**config.mk**
```make
export PLATFORM = sky130hd
export DESIGN_NAME = player_jump_ctrl_flat
export DESIGN_NICKNAME = d
export VERILOG_FILES = /design/src/rtl/player_jump_ctrl_if.sv /design/src/rtl/player_jump_ctrl.sv /design/src/flat_wrapper.sv
export SDC_FILE = /design/constraint.sdc
export NUM_CORES = 1
export LEC_CHECK = 0
export CAP_MARGIN = 20
export CORE_MARGIN = 2
export CORE_UTILIZATION = 42
export CTS_CLUSTER_DIAMETER = 40
export DETAILED_ROUTE_END_ITERATION = 10
export HOLD_SLACK_MARGIN = 0.08
export PLACE_DENSITY = 0.6
export SLEW_MARGIN = 20
export SYNTH_ARGS = -nofsm -noshare
export SYNTH_HDL_FRONTEND = slang
export SYNTH_SLANG_ARGS = --single-unit
```
**constraint.sdc**
```tcl
create_clock -name clk -period 8.4 [get_ports clk]
set_input_delay 2.52 -clock clk [delete_from_list [all_inputs] [get_ports clk]]
set_output_delay 2.52 -clock clk [all_outputs]
set_load 0.05 [all_outputs]
```
**src/rtl/player_jump_ctrl_if.sv**
```systemverilog
// Frame/button/pause inputs and motion outputs of the player jump controller.
interface player_jump_ctrl_if;
    logic       frame_tick;
    logic       jump_btn;
    logic       pause;
    logic [9:0] y_pos;
    logic       airborne;
    logic       landed;

    modport master (
        output frame_tick, jump_btn, pause,
        input  y_pos, airborne, landed
    );

    modport slave (
        input  frame_tick, jump_btn, pause,
        output y_pos, airborne, landed
    );
endinterface

```
**src/rtl/player_jump_ctrl.sv**
```systemverilog
// Frame-locked vertical motion of the player sprite: jump on a synchronised button
// edge, integer gravity, ceiling clamp and landing pulse.
module player_jump_ctrl #(
    parameter int unsigned GROUND_Y = 400,
    parameter int unsigned CEIL_Y   = 40,
    parameter int unsigned JUMP_VEL = 12,
    parameter int unsigned GRAVITY  = 1,
    parameter int unsigned MAX_FALL = 12
) (
    input logic                clk,
    input logic                rst_n,
    player_jump_ctrl_if.slave  bus
);
    typedef enum logic [1:0] {GROUNDED, RISING, FALLING} state_t;

    localparam logic signed [10:0] GROUND_S = 11'(GROUND_Y);
    localparam logic signed [10:0] CEIL_S   = 11'(CEIL_Y);
    localparam logic signed [10:0] JUMP_S   = 11'(JUMP_VEL);
    localparam logic [5:0]         JUMP_V6  = 6'(JUMP_VEL);
    localparam logic [5:0]         GRAV6    = 6'(GRAVITY);
    localparam logic [5:0]         MAXF6    = 6'(MAX_FALL);

    state_t             state, state_nxt;
    logic               sync1, sync2, prev;
    logic               jump_pending;
    logic               rise_edge, tick_ok;
    logic [9:0]         y_q, y_nxt;
    logic [5:0]         speed, speed_nxt;
    logic               landed_q, landed_nxt;
    logic               airborne_q;
    logic signed [10:0] y_s, t;
    logic [6:0]         fall_sum;

    assign rise_edge = sync2 & ~prev;
    assign tick_ok   = bus.frame_tick & ~bus.pause;
    assign y_s       = signed'({1'b0, y_q});

    always_comb begin
        state_nxt  = state;
        y_nxt      = y_q;
        speed_nxt  = speed;
        landed_nxt = 1'b0;
        t          = '0;
        fall_sum   = '0;
        if (tick_ok) begin
            case (state)
                GROUNDED: begin
                    if (jump_pending) begin
                        y_nxt     = 10'(GROUND_S - JUMP_S);
                        speed_nxt = JUMP_V6 - GRAV6;
                        state_nxt = RISING;
                    end
                end
                RISING: begin
                    t = y_s - signed'({5'b0, speed});
                    if (t <= CEIL_S) begin
                        y_nxt     = 10'(CEIL_S);
                        speed_nxt = '0;
                        state_nxt = FALLING;
                    end else begin
                        y_nxt = 10'(t);
                        if (speed <= GRAV6) begin
                            speed_nxt = '0;
                            state_nxt = FALLING;
                        end else begin
                            speed_nxt = speed - GRAV6;
                        end
                    end
                end
                FALLING: begin
                    t = y_s + signed'({5'b0, speed});
                    if (t >= GROUND_S) begin
                        y_nxt      = 10'(GROUND_S);
                        speed_nxt  = '0;
                        state_nxt  = GROUNDED;
                        landed_nxt = 1'b1;
                    end else begin
                        y_nxt     = 10'(t);
                        fall_sum  = {1'b0, speed} + {1'b0, GRAV6};
                        speed_nxt = (fall_sum > {1'b0, MAXF6}) ? MAXF6 : fall_sum[5:0];
                    end
                end
                default: state_nxt = GROUNDED;
            endcase
        end
    end

    always_ff @(posedge clk or negedge rst_n) begin
        if (!rst_n) begin
            sync1        <= 1'b0;
            sync2        <= 1'b0;
            prev         <= 1'b0;
            jump_pending <= 1'b0;
            state        <= GROUNDED;
            y_q          <= 10'(GROUND_Y);
            speed        <= '0;
            landed_q     <= 1'b0;
            airborne_q   <= 1'b0;
        end else begin
            sync1 <= bus.jump_btn;
            sync2 <= sync1;
            prev  <= sync2;
            // A consumed tick clears pending, but an edge arriving on that same tick survives.
            if (tick_ok)
                jump_pending <= rise_edge;
            else if (rise_edge)
                jump_pending <= 1'b1;
            state      <= state_nxt;
            y_q        <= y_nxt;
            speed      <= speed_nxt;
            landed_q   <= landed_nxt;
            airborne_q <= (state_nxt != GROUNDED);
        end
    end

    assign bus.y_pos    = y_q;
    assign bus.airborne = airborne_q;
    assign bus.landed   = landed_q;
endmodule

```
**src/flat_wrapper.sv**
```systemverilog
// flat-port wrapper written by rule: the top's interface ports become plain ports
module player_jump_ctrl_flat 
#(
    parameter int unsigned GROUND_Y = 400,
    parameter int unsigned CEIL_Y   = 40,
    parameter int unsigned JUMP_VEL = 12,
    parameter int unsigned GRAVITY  = 1,
    parameter int unsigned MAX_FALL = 12
)
  (clk, rst_n, bus_frame_tick, bus_jump_btn, bus_pause, bus_y_pos, bus_airborne, bus_landed);
  player_jump_ctrl_if bus_i ();
  input logic clk;
  input logic rst_n;
  input wire logic [$bits(bus_i.frame_tick)-1:0] bus_frame_tick;
  input wire logic [$bits(bus_i.jump_btn)-1:0] bus_jump_btn;
  input wire logic [$bits(bus_i.pause)-1:0] bus_pause;
  output wire logic [$bits(bus_i.y_pos)-1:0] bus_y_pos;
  output wire logic [$bits(bus_i.airborne)-1:0] bus_airborne;
  output wire logic [$bits(bus_i.landed)-1:0] bus_landed;
  assign bus_i.frame_tick = bus_frame_tick;
  assign bus_i.jump_btn = bus_jump_btn;
  assign bus_i.pause = bus_pause;
  assign bus_y_pos = bus_i.y_pos;
  assign bus_airborne = bus_i.airborne;
  assign bus_landed = bus_i.landed;
  player_jump_ctrl #(.GROUND_Y(GROUND_Y), .CEIL_Y(CEIL_Y), .JUMP_VEL(JUMP_VEL), .GRAVITY(GRAVITY), .MAX_FALL(MAX_FALL)) u_core (.clk(clk), .rst_n(rst_n), .bus(bus_i));
endmodule
```
=== Yosys cells after proc, flatten, opt, wreduce, memory -nomap -nowiden ===
Cells that the tools add are included.

* Register bits: 24
* Input bits: 5
* Output and inout bits: 12
* Word-level logic and storage cells: 50

* Add/subtract/negate cells: 4
* Magnitude comparators: 4
* Eq/ne operators: 3
* Multiplexer cells: 21
* Bitwise logic cells: 4
* Reduce and logical (&&, ||, !) cells: 5

{| class="wikitable"
|+ Operators with widths
! kind !! count
|-
| 2-to-1 mux 10 bit || 3
|-
| 2-to-1 mux 6 bit || 5
|-
| case mux 10 bit (3 select lines) || 1
|-
| case mux 6 bit (3 select lines) || 1
|-
| adder 10 x 6 -> 11 bit || 1
|-
| greater-or-equal comparator 11 x 10 -> 1 bit (second input constant) || 1
|-
| <= comparator 11 x 7 -> 1 bit (second input constant) || 1
|-
| subtractor 10 x 6 -> 11 bit || 1
|-
| 2-to-1 mux 2 bit || 5
|-
| adder 6 x 1 -> 7 bit (second input constant) || 1
|-
| > comparator 7 x 4 -> 1 bit (second input constant) || 1
|-
| <= comparator 6 x 1 -> 1 bit (second input constant) || 1
|-
| case mux 2 bit (3 select lines) || 1
|-
| subtractor 6 x 1 -> 6 bit (second input constant) || 1
|-
| 2-to-1 mux 1 bit || 5
|-
| nonzero test 2 bit || 2
|-
| AND reduction 3 bit || 1
|-
| nonzero test 3 bit || 1
|-
| bitwise AND 1 bit || 2
|-
| equality test 2 x 1 -> 1 bit (second input constant) || 1
|-
| equality test 2 bit (second input constant) || 1
|-
| zero test 2 bit || 1
|-
| != test 2 x 1 -> 1 bit (second input constant) || 1
|-
| inverter 1 bit || 2
|}

=== Longest topological paths before layout ===
Gate-level depths: netlist (run 1).

* Depth after elaboration: 6
* Depth in mapped cells: 14
* Gate-level depth less buffers: 12

=== Worst setup path before layout (run 1) ===
No wires, ideal clock.

* Path kind: input-to-reg
* Start point: input bus_pause
* End point: register u_core.y_q[2] (netlist: u_core.bus.y_pos[2])
* Setup time: 0.132 ns
* Arrival: 3.511 ns
* Data required time: 8.268 ns
* Path slack: 4.757 ns
* Cell stages on the path: 7
* Path buffers: 0
* Path through: nand2b_1 -> nor2_1 -> nand2_1 -> nor2_1 -> o211ai_1 -> a21oi_1 -> a211oi_1

* Longest elaborated chain between the ends: 3

{| class="wikitable"
|+ RTL lines
! item !! RTL line !! source
|-
| start: declaration || flat_wrapper.sv:16 || <nowiki>input wire logic [$bits(bus_i.pause)-1:0] bus_pause;</nowiki>
|-
| inverter 1 bit || player_jump_ctrl.sv:35 || <nowiki>assign tick_ok = bus.frame_tick & ~bus.pause;</nowiki>
|-
| bitwise AND 1 bit || player_jump_ctrl.sv:35 ||
|-
| AND reduction 3 bit (no line) || n/a ||
|-
| end signal: assignment || player_jump_ctrl.sv:95 || <nowiki>y_q <= 10'(GROUND_Y);</nowiki>
|-
| end signal: assignment || player_jump_ctrl.sv:109 || <nowiki>y_q <= y_nxt;</nowiki>
|-
| end: declaration || player_jump_ctrl.sv:27 || <nowiki>logic [9:0] y_q, y_nxt;</nowiki>
|}

No other way between the ends.
A chain may end at the register's enable or synchronous reset.

=== Worst setup path in the final report (run 1) ===
* Start point: register u_core.y_q[6] (netlist: u_core.bus.y_pos[6])
* End point: output bus_y_pos[6]

{| class="wikitable"
|+ RTL lines
! item !! RTL line !! source
|-
| end: declaration || flat_wrapper.sv:17 || <nowiki>output wire logic [$bits(bus_i.y_pos)-1:0] bus_y_pos;</nowiki>
|}

No word-level cell between the ends.

==> run_results.csv, run 1 <==
group,metric,value,unit
worst_setup_path,cp.arrival,1820,ps
cells_and_area,fill_cells,515,
synthesis,syn-num-nets,318,
worst_setup_path,end_kind,"primary output",
synthesis,synth_edf_count,0,
cells_and_area,register_area,604.3,um2
worst_setup_path,crit_family,"buffers and inverters",
grt,grt_pass1_wl,10830,um
routing,num_vias,2268,
timing,finalSetupViolations,0,
worst_hold_path,hp-class,"flip-flop to flip-flop",
synthesis,netlist.area_leader.share,21.82,%
routing,drtAntennaViolNets,0,
worst_setup_path,startpoint_type,"flip-flop",
grt,antenna_found_initial,0,
placed_design,routabilityCongestion,0.8889,
timing,timing.fmax,230.3,MHz
clocking,cts_buffer_depth,2,
cells_and_area,final_nets,326,
worst_setup_path,startpoint,"u_core.bus.y_pos[6]",
worst_setup_path,endpoint,"bus_y_pos[6]",
timing,hold_viol,0,
die,die_height,79.73,um
routing,wl_per_cell,17.68,um
timing,finalCritPeriodShare,51.69,%
die,die_area,6356,um2
worst_setup_path,cp_num_cells,1,
routing,viasPerCell,6.113,
synthesis,ys.flop_type,"dfrtp_1",
timing,setup_slack,4058,ps
timing,finalClockSkew,3.428,ps
worst_setup_path,rr_endpoint,"u_core.bus.airborne",
synthesis,netlist_instances,292,
synthesis,syn_area,2409,um2
synthesis,yosysSeqAreaShare,25.09,%
worst_setup_path,worstSetupPathType,"flip-flop to primary output",
grt,grt_max_degree,25,
synthesis,synth.area.top_cells,"dfrtp_1, ha_1, a21oi_1",
synthesis,yosysMostFrequentCell,"nor2_1",
pwr,p_per_area,429.5,nW/um2
routing,routed_wirelength,6558,um
grt,grtUsageTotal,21.82,%
die,pin_count,17,
worst_setup_path,cp_slowest_stage_delay,900,ps
timing,fin_setup_tns,0,ps
cells_and_area,drive_gt1_share,10.03,%
placed_design,placed_cells,367,
pwr,p_leak,1.078,nW
cells_and_area,multi_input_area,1649,um2
worst_setup_path,cp_cell_sequence,"clkdlybuf4s50_1",
synthesis,ys_ff_latch,24,
pwr,total_power,1.146,mW
clocking,hold_buffers,0,
grt,grt_pass1_vias,2040,
worst_setup_path,r2r_slack,4780,ps
grt,grt_overflow,0,
timing,rsz0062_at_grt,"no",
clocking,clock_latency,270,ps
die,initial_core_util,43.74,%
worst_setup_path,worstPathMaxFanout,16,
routing,drcViolationCount,0,
worst_setup_path,reg2reg_from,"u_core.speed[0]",
clocking,cts_buffers,3,
die,die_width,79.73,um
routing,first_pass_iters,4,
clocking,post_cts_buffers,0,
run,max_cap_violations,0,
synthesis,async_reset_ff_share,100.0,%
placed_design,numPortBuffers,16,
timing,slew_viol_final,0,
clocking,clkTransAtPathRegs,90,ps
outcome,outcome,"complete, no violations",
timing,worstMarginPinSlew,585.6,ps
cells_and_area,fin_cells,371,
timing,relSlewSlack,60.88,%
clocking,cts.sinks,24,
clocking,cts_tree,"yes",
worst_setup_path,cp.required,5880,ps
worst_setup_path,reg2reg_depth,11,
placed_design,hpwl,4947,um
synthesis,yosysTopAreaCell,"dfrtp_1",
pwr,peakVddDrop,0.2184,mV
clocking,root_buffer,"clkbuf_8",
synthesis,synth_cell_type_count,67,
cells_and_area,post-route-cell-area,2669,um2
clocking,postCtsResizedCells,0,
cells_and_area,antenna_cells,0,
cells_and_area,area_growth,10.81,%
synthesis,syn_area_per_cell,8.248,um2
die,core,5507,um2
worst_setup_path,slowest_stage,"clkdlybuf4s50_1",
synthesis,yosys_warnings,0,
clocking,htreeDepth,1,
synthesis,synthTopCellsByCount,"nor2_1, a21oi_1, nand2_1",
placed_design,dp_slack,3800,ps
routing,drt_iter0_markers,202,
worst_setup_path,critPathBufInv,1,
placed_design,dpl_cell_area,2597,um2
timing,min_period,4342,ps
die,rows,27,
-- layout by cell type (no fill, tap or decap), types with 3 or more instances in the layout --
cell / instances
nor2_1: 27
a21oi_1: 22
nand2_1: 22
dfrtp_1: 21
ha_1: 19
inv_1: 18
clkdlybuf4s50_1: 16
o21ai_0: 12
a31oi_1: 10
nand2b_1: 7
nor3_1: 7
o211ai_1: 7
xnor2_1: 6
nand3_1: 6
a211oi_1: 6
and3_1: 5
nor4_1: 5
nor2b_1: 4
or3_1: 4
o31ai_1: 4
nand4_1: 3
a311oi_1: 3
o21a_1: 3
clkbuf_8: 3
buf_4: 3
dfstp_2: 3
-- stage by stage --
step                      hold slack (ps)  util [%]
after floorplan                     331.2         -
after global placement              332.4     47.17
after detailed placement            343.4     47.17
after CTS                           364.3     48.47
after global routing                369.9     48.47
final                               363.9     48.47
-- worst min-delay path by stage --
| stage | from | to | slack, ps | cells past startpoint |
|---|---|---|---|---|
| after global placement | u_core.sync1 | u_core.sync2 | 330 | 0 |
| after CTS | u_core.sync1 | u_core.sync2 | 360 | 0 |
| after floorplan | u_core.sync1 | u_core.sync2 | 330 | 0 |
| after detailed placement | u_core.sync1 | u_core.sync2 | 340 | 0 |
| after global routing | u_core.sync1 | u_core.sync2 | 370 | 0 |
| final | u_core.sync1 | u_core.sync2 | 360 | 0 |
-- cell type report --
class	count	area share (%)
Multi-Input combinational cell	233	61.79
Sequential cell	24	22.64
Timing Repair Buffer	19	6.845
Tap cell	72	3.376
Inverter	19	2.672
Clock buffer	3	1.547
Clock inverter	1	1.125
-- cells by family (layout without fill, tap and decap cells) --
logic type               count (synthesis)  after routing  share of synthesized area (%)
AND/OR/NAND/NOR                        102            102                          21.77
buffers and inverters                   35             42                          6.441
flip-flops                              24             24                          25.09
AO/OA/AOI/OAI                          102            102                          32.26
XOR/XNOR                                 8              8                          2.909
adder cells (fa/ha/maj)                 21             21                          11.53
-- state kept, by name, summed over array words and instances, names as in the netlist --
register,flops
u_core.state,2
u_core.bus.landed,1
u_core.speed,6
u_core.sync1,1
u_core.prev,1
u_core.bus.y_pos,10
u_core.bus.airborne,1
u_core.jump_pending,1
u_core.sync2,1
-- where the power goes --
group | switching [mW] | total [mW] | internal, mW
Sequential | 0.0735 | 0.231 | 0.158
Clock | 0.0389 | 0.103 | 0.0637
Combinational | 0.514 | 0.812 | 0.299
Total | 0.626 | 1.15 | 0.520
-- metal layers --
| metal | track usage [%] | routed length (um) | share of wire [%] | up-vias |
|---|---|---|---|---|
| li1 | - | - | - | 1097 |
| met1 | 30.86 | 2984 | 46 | 1066 |
| met2 | 34.12 | 3049 | 46 | 93 |
| met3 | 3.281 | 412 | 6.3 | 12 |
| met4 | 6.724 | 111 | 1.7 | 0 |
| met5 | 0 | 0 | 0 | - |
Note: power is estimated with default switching activity, not from simulation.
==> inputs of run 2 (changes only) <==
Settings changed: PLACE_DENSITY 0.6 to 0.63.
Clock period 8.4 ns to 3.9 ns, I/O delays scaled along.
==> run_results.csv, run 2 (synthesis results as in run 1) <==
group,metric,value,unit
worst_setup_path,cp.arrival,3480,ps
die,die_area,6356,um2
worst_hold_path,holdCritStartpoint,"u_core.sync1",
worst_hold_path,hp-class,"flip-flop to flip-flop",
timing,finalSetupViolations,0,
worst_setup_path,worstPathMaxFanout,9,
pwr,peakVddDrop,0.5588,mV
timing,relSlewSlack,63.47,%
clocking,cts.sinks,24,
worst_setup_path,rr_endpoint,"u_core.bus.airborne",
cells_and_area,antenna_cells,0,
placed_design,hpwl,4827,um
grt,grt_pass1_wl,10330,um
routing,drcViolationCount,0,
placed_design,placed_cells,373,
grt,grtUsageTotal,20.68,%
cells_and_area,area_growth,12.68,%
worst_setup_path,critPathBufInv,0,
cells_and_area,final_nets,332,
routing,num_vias,2278,
worst_setup_path,crit_family,"compound AO/OA/AOI/OAI gates",
die,rows,27,
placed_design,routabilityCongestion,0.9124,
outcome,outcome,"complete, no violations",
grt,antenna_found_initial,0,
clocking,clkTransAtPathRegs,90,ps
clocking,cts_buffer_depth,2,
clocking,root_buffer,"clkbuf_8",
placed_design,numPortBuffers,16,
clocking,hold_buffers,0,
pwr,p_leak,1.108,nW
worst_setup_path,worstSetupPathType,"flip-flop to flip-flop",
timing,worstMarginPinSlew,545.9,ps
routing,viasPerCell,6.042,
worst_setup_path,startpoint_type,"flip-flop",
die,pin_count,17,
worst_setup_path,end_kind,"flip-flop",
pwr,p_per_area,911.9,nW/um2
grt,grt_pass1_vias,2099,
run,max_cap_violations,0,
worst_setup_path,slowest_stage,"dfrtp_1",
worst_setup_path,reg2reg_depth,11,
worst_setup_path,cp.required,4050,ps
routing,drt_iter0_markers,162,
timing,timing.fmax,300.0,MHz
clocking,cts_tree,"yes",
routing,drtAntennaViolNets,0,
timing,hold_viol,0,
routing,routed_wirelength,6297,um
grt,grt_max_degree,25,
clocking,cts_buffers,3,
die,core,5507,um2
worst_setup_path,cp_cell_sequence,"ha_1 > fa_1 > nor2b_1 > o311ai_0 > a21oi_1 > xnor2_1 > o31ai_4 > nand2_4 > o31a_1 > a31oi_2 > o211ai_1",
worst_setup_path,reg2reg_from,"u_core.speed[0]",
worst_hold_path,hold_end,"u_core.sync2",
worst_setup_path,cp_slowest_stage_delay,480,ps
grt,grt_overflow,0,
cells_and_area,largest_reg_flops,10,
cells_and_area,drive_gt1_share,11.80,%
cells_and_area,fin_cells,377,
die,die_width,79.73,um
cells_and_area,layout_commonest_cell,"nor2_1",
worst_setup_path,r2r_slack,570,ps
clocking,htreeDepth,1,
worst_setup_path,startpoint,"u_core.speed[0]",
worst_hold_path,worstHoldPathCells,0,
routing,wl_per_cell,16.70,um
timing,min_period,3333,ps
timing,rsz0062_at_grt,"no",
cells_and_area,layout_common_cells,"nor2_1, a21oi_1, nand2_1",
clocking,postCtsResizedCells,0,
clocking,clock_latency,270,ps
timing,fin_setup_tns,0,ps
die,initial_core_util,43.74,%
die,die_height,79.73,um
timing,slew_viol_final,0,
timing,finalCritPeriodShare,85.47,%
clocking,post_cts_buffers,0,
routing,first_pass_iters,5,
timing,finalClockSkew,4.389,ps
[run 2: changes by cell type in the layout (fill, tap and decap cells not counted)]
cell   previous run  this run
buf_4             3         9
[run 2: per-stage QoR]
step,utilization [%],worst slack [ps],power (mW),hold slack (ps),instance area [um2]
floorplan,-,623.3,1.827,331.2,2409
global placement,47.99,643.1,2.238,335.0,2643
detailed placement,47.99,599.7,2.239,334.7,2643
CTS,49.28,557.8,2.464,356.0,2714
global route,49.28,288.2,2.664,370.2,2714
finish,49.28,566.8,2.475,354.0,2714
[run 2: how the worst max path moves through the flow]
stage	endpoint	slack, ps	cells after the start
after floorplan	u_core.bus.y_pos[2]	620	13
after global placement	u_core.bus.y_pos[2]	640	12
after detailed placement	u_core.bus.airborne	600	11
after CTS	u_core.bus.airborne	560	11
after global routing	u_core.speed[4]	290	11
final	u_core.bus.airborne	570	11
[run 2: cell type report]
class                           instances  area, um2
Fill cell                             523       2793
Multi-Input combinational cell        233       1649
Sequential cell                        24      604.3
Timing Repair Buffer                   25      227.7
Tap cell                               72      90.09
Inverter                               19      71.32
Clock buffer                            3      41.29
Clock inverter                          1      30.03
[run 2: worst reg2reg max path, stage by stage (launching register included)]
cell	delay, ps
dfrtp_1	480
ha_1	250
fa_1	430
nor2b_1	180
o311ai_0	370
a21oi_1	140
xnor2_1	220
o31ai_4	400
nand2_4	150
o31a_1	310
a31oi_2	160
o211ai_1	110
[run 2: report_power, final]
group	internal [mW]	switching [mW]	leakage, nW	total [mW]
Sequential	0.340	0.144	0.294	0.484
Combinational	0.667	1.10	0.779	1.77
Clock	0.137	0.0841	0.0357	0.221
[run 2: metal layers]
layer	up-vias	track usage [%]	share of wire [%]	wire (um)
li1	1110	-	-	-
met2	90	34.20	45	2865
met5	-	0	0	0
met1	1063	27.80	46	2907
met4	0	6.724	2.3	146
met3	15	2.715	6.0	377
==> inputs of run 3 (changes only) <==
Settings changed: CORE_ASPECT_RATIO from default to 1.1.
==> run_results.csv, run 3 (synthesis results as in run 1) <==
group,metric,value,unit
timing,min_period,3555,ps
grt,grt_pass1_vias,2226,
cells_and_area,final_nets,330,
routing,num_vias,2349,
die,initial_core_util,44.07,%
routing,routed_wirelength,6663,um
grt,grtUsageTotal,21.22,%
timing,hold_viol,0,
timing,rsz0062_at_grt,"no",
worst_hold_path,holdCritStartpoint,"u_core.sync1",
cells_and_area,largest_reg_flops,10,
pwr,peakVddDrop,0.4362,mV
cells_and_area,antenna_cells,0,
pwr,p_clk_share,7.2,%
die,pin_count,17,
clocking,cts.sinks,24,
worst_setup_path,startpoint_type,"flip-flop",
die,core,5465,um2
clocking,root_buffer,"clkbuf_8",
die,die_area,6357,um2
cells_and_area,layout_common_cells,"nor2_1, a21oi_1, nand2_1",
grt,antenna_found_initial,0,
die,rows,28,
pwr,p_leak,1.091,nW
timing,finalCritPeriodShare,91.14,%
clocking,clock_latency,280,ps
pwr,p_per_area,908.5,nW/um2
die,die_width,76.21,um
timing,timing.fmax,281.3,MHz
cells_and_area,fill_cells,535,
pwr,total_power,2.441,mW
routing,viasPerCell,6.214,
worst_setup_path,rr_endpoint,"u_core.bus.airborne",
timing,holdWs,357.9,ps
pwr,pwr-share-comb,72.9,%
worst_setup_path,end_kind,"flip-flop",
cells_and_area,fin_cells,378,
routing,drtAntennaViolNets,0,
routing,drt_iter0_markers,267,
pwr,p_seq_share,19.8,%
routing,drcViolationCount,0,
clocking,cts_tree,"yes",
pwr,p_int,1.088,mW
worst_setup_path,reg2reg_from,"u_core.speed[0]",
cells_and_area,drive_gt1_share,11.22,%
worst_setup_path,worstSetupPathType,"flip-flop to flip-flop",
placed_design,hpwl,4993,um
worst_setup_path,r2r_slack,350,ps
timing,finalSetupViolations,0,
worst_setup_path,slowest_stage,"o311ai_0",
clocking,cts_buffers,3,
worst_setup_path,cp.arrival,3710,ps
grt,grt_overflow,0,
run,max_cap_violations,0,
timing,relSlewSlack,62.67,%
clocking,htreeDepth,1,
timing,worstMarginPinSlew,552.9,ps
clocking,post_cts_buffers,0,
placed_design,routabilityCongestion,0.9210,
clocking,postCtsResizedCells,0,
clocking,cts_buffer_depth,2,
timing,fin_setup_tns,0,ps
routing,first_pass_iters,5,
die,die_height,83.43,um
cells_and_area,register_area,604.3,um2
worst_setup_path,endpoint,"u_core.bus.airborne",
pwr,switching_share,55.41,%
grt,grt_pass1_wl,11070,um
cells_and_area,multi_input_area,1649,um2
timing,slew_viol_final,0,
placed_design,numPortBuffers,16,
timing,setup_slack,345.4,ps
timing,finalClockSkew,5.832,ps
pwr,p_sw,1.352,mW
grt,grt_max_degree,25,
worst_setup_path,cp_slowest_stage_delay,500,ps
clocking,hold_buffers,0,
worst_setup_path,cp_cell_sequence,"ha_1 > fa_1 > nor2b_1 > o311ai_0 > a21oi_1 > xnor2_1 > o31ai_4 > nand2_4 > o31a_1 > a31oi_2 > o211ai_1",
placed_design,placed_cells,374,
worst_hold_path,hp-class,"flip-flop to flip-flop",
placed_design,dp_slack,411.3,ps
cells_and_area,layout_commonest_cell,"nor2_1",
clocking,clkTransAtPathRegs,90,ps
worst_setup_path,cp.required,4050,ps
routing,wl_per_cell,17.63,um
cells_and_area,area_growth,11.53,%
outcome,outcome,"complete, no violations",
worst_setup_path,startpoint,"u_core.speed[0]",
worst_setup_path,reg2reg_depth,11,
worst_setup_path,worstPathMaxFanout,9,
run 3: changes by cell type in the layout (fill, tap and decap cells not counted), sizes merged:
cell,delta
clkbuf,+1
buf,-2
bufinv,-1
run 3: power groups by stage:
stage	Combinational (mW)	Sequential, mW	Clock [mW]
floorplan	1.24	0.591	0
global placement	1.74	0.488	0
detailed placement	1.74	0.487	0
CTS	1.75	0.484	0.184
global route	1.93	0.505	0.195
finish	1.78	0.484	0.177
run 3: cell type report:
type / instances / area share, %
sequential: 24 / 22.50
multi-input combinational: 233 / 61.39
clock buffer: 4 / 2.049
tap: 75 / 3.493
timing repair buffer: 23 / 7.918
inverter: 19 / 2.655
run 3: worst max-delay path, delay by kind of cell (launching register included):
family                   cells  cell delay (ps)
AO/OA/AOI/OAI                6             1660
flip-flops                   1              480
XOR/XNOR                     1              230
AND/OR/NAND/NOR              2              350
adder cells (fa/ha/maj)      2              700
run 3: metal layers:
metal	wire (um)	track usage (%)	up-vias
li1	-	-	1108
met1	2965	28.66	1132
met2	3242	36.20	100
met4	59	4.463	0
met5	0	0	-
met3	395	2.717	9
run 3: worst min-delay path by stage:
stage                        end  cells after the start
finish              u_core.sync2                      0
detailed placement  u_core.sync2                      0
CTS                 u_core.sync2                      0
global route        u_core.sync2                      0
floorplan           u_core.sync2                      0
global placement    u_core.sync2                      0
run 3: per-stage QoR:
step | instance area, um2 | utilization (%)
6_report | 2686 | 49.15
3_3_place_gp | 2631 | 48.15
3_5_place_dp | 2631 | 48.15
2_1_floorplan | 2409 | -
4_1_cts | 2686 | 49.15
5_1_grt | 2686 | 49.15
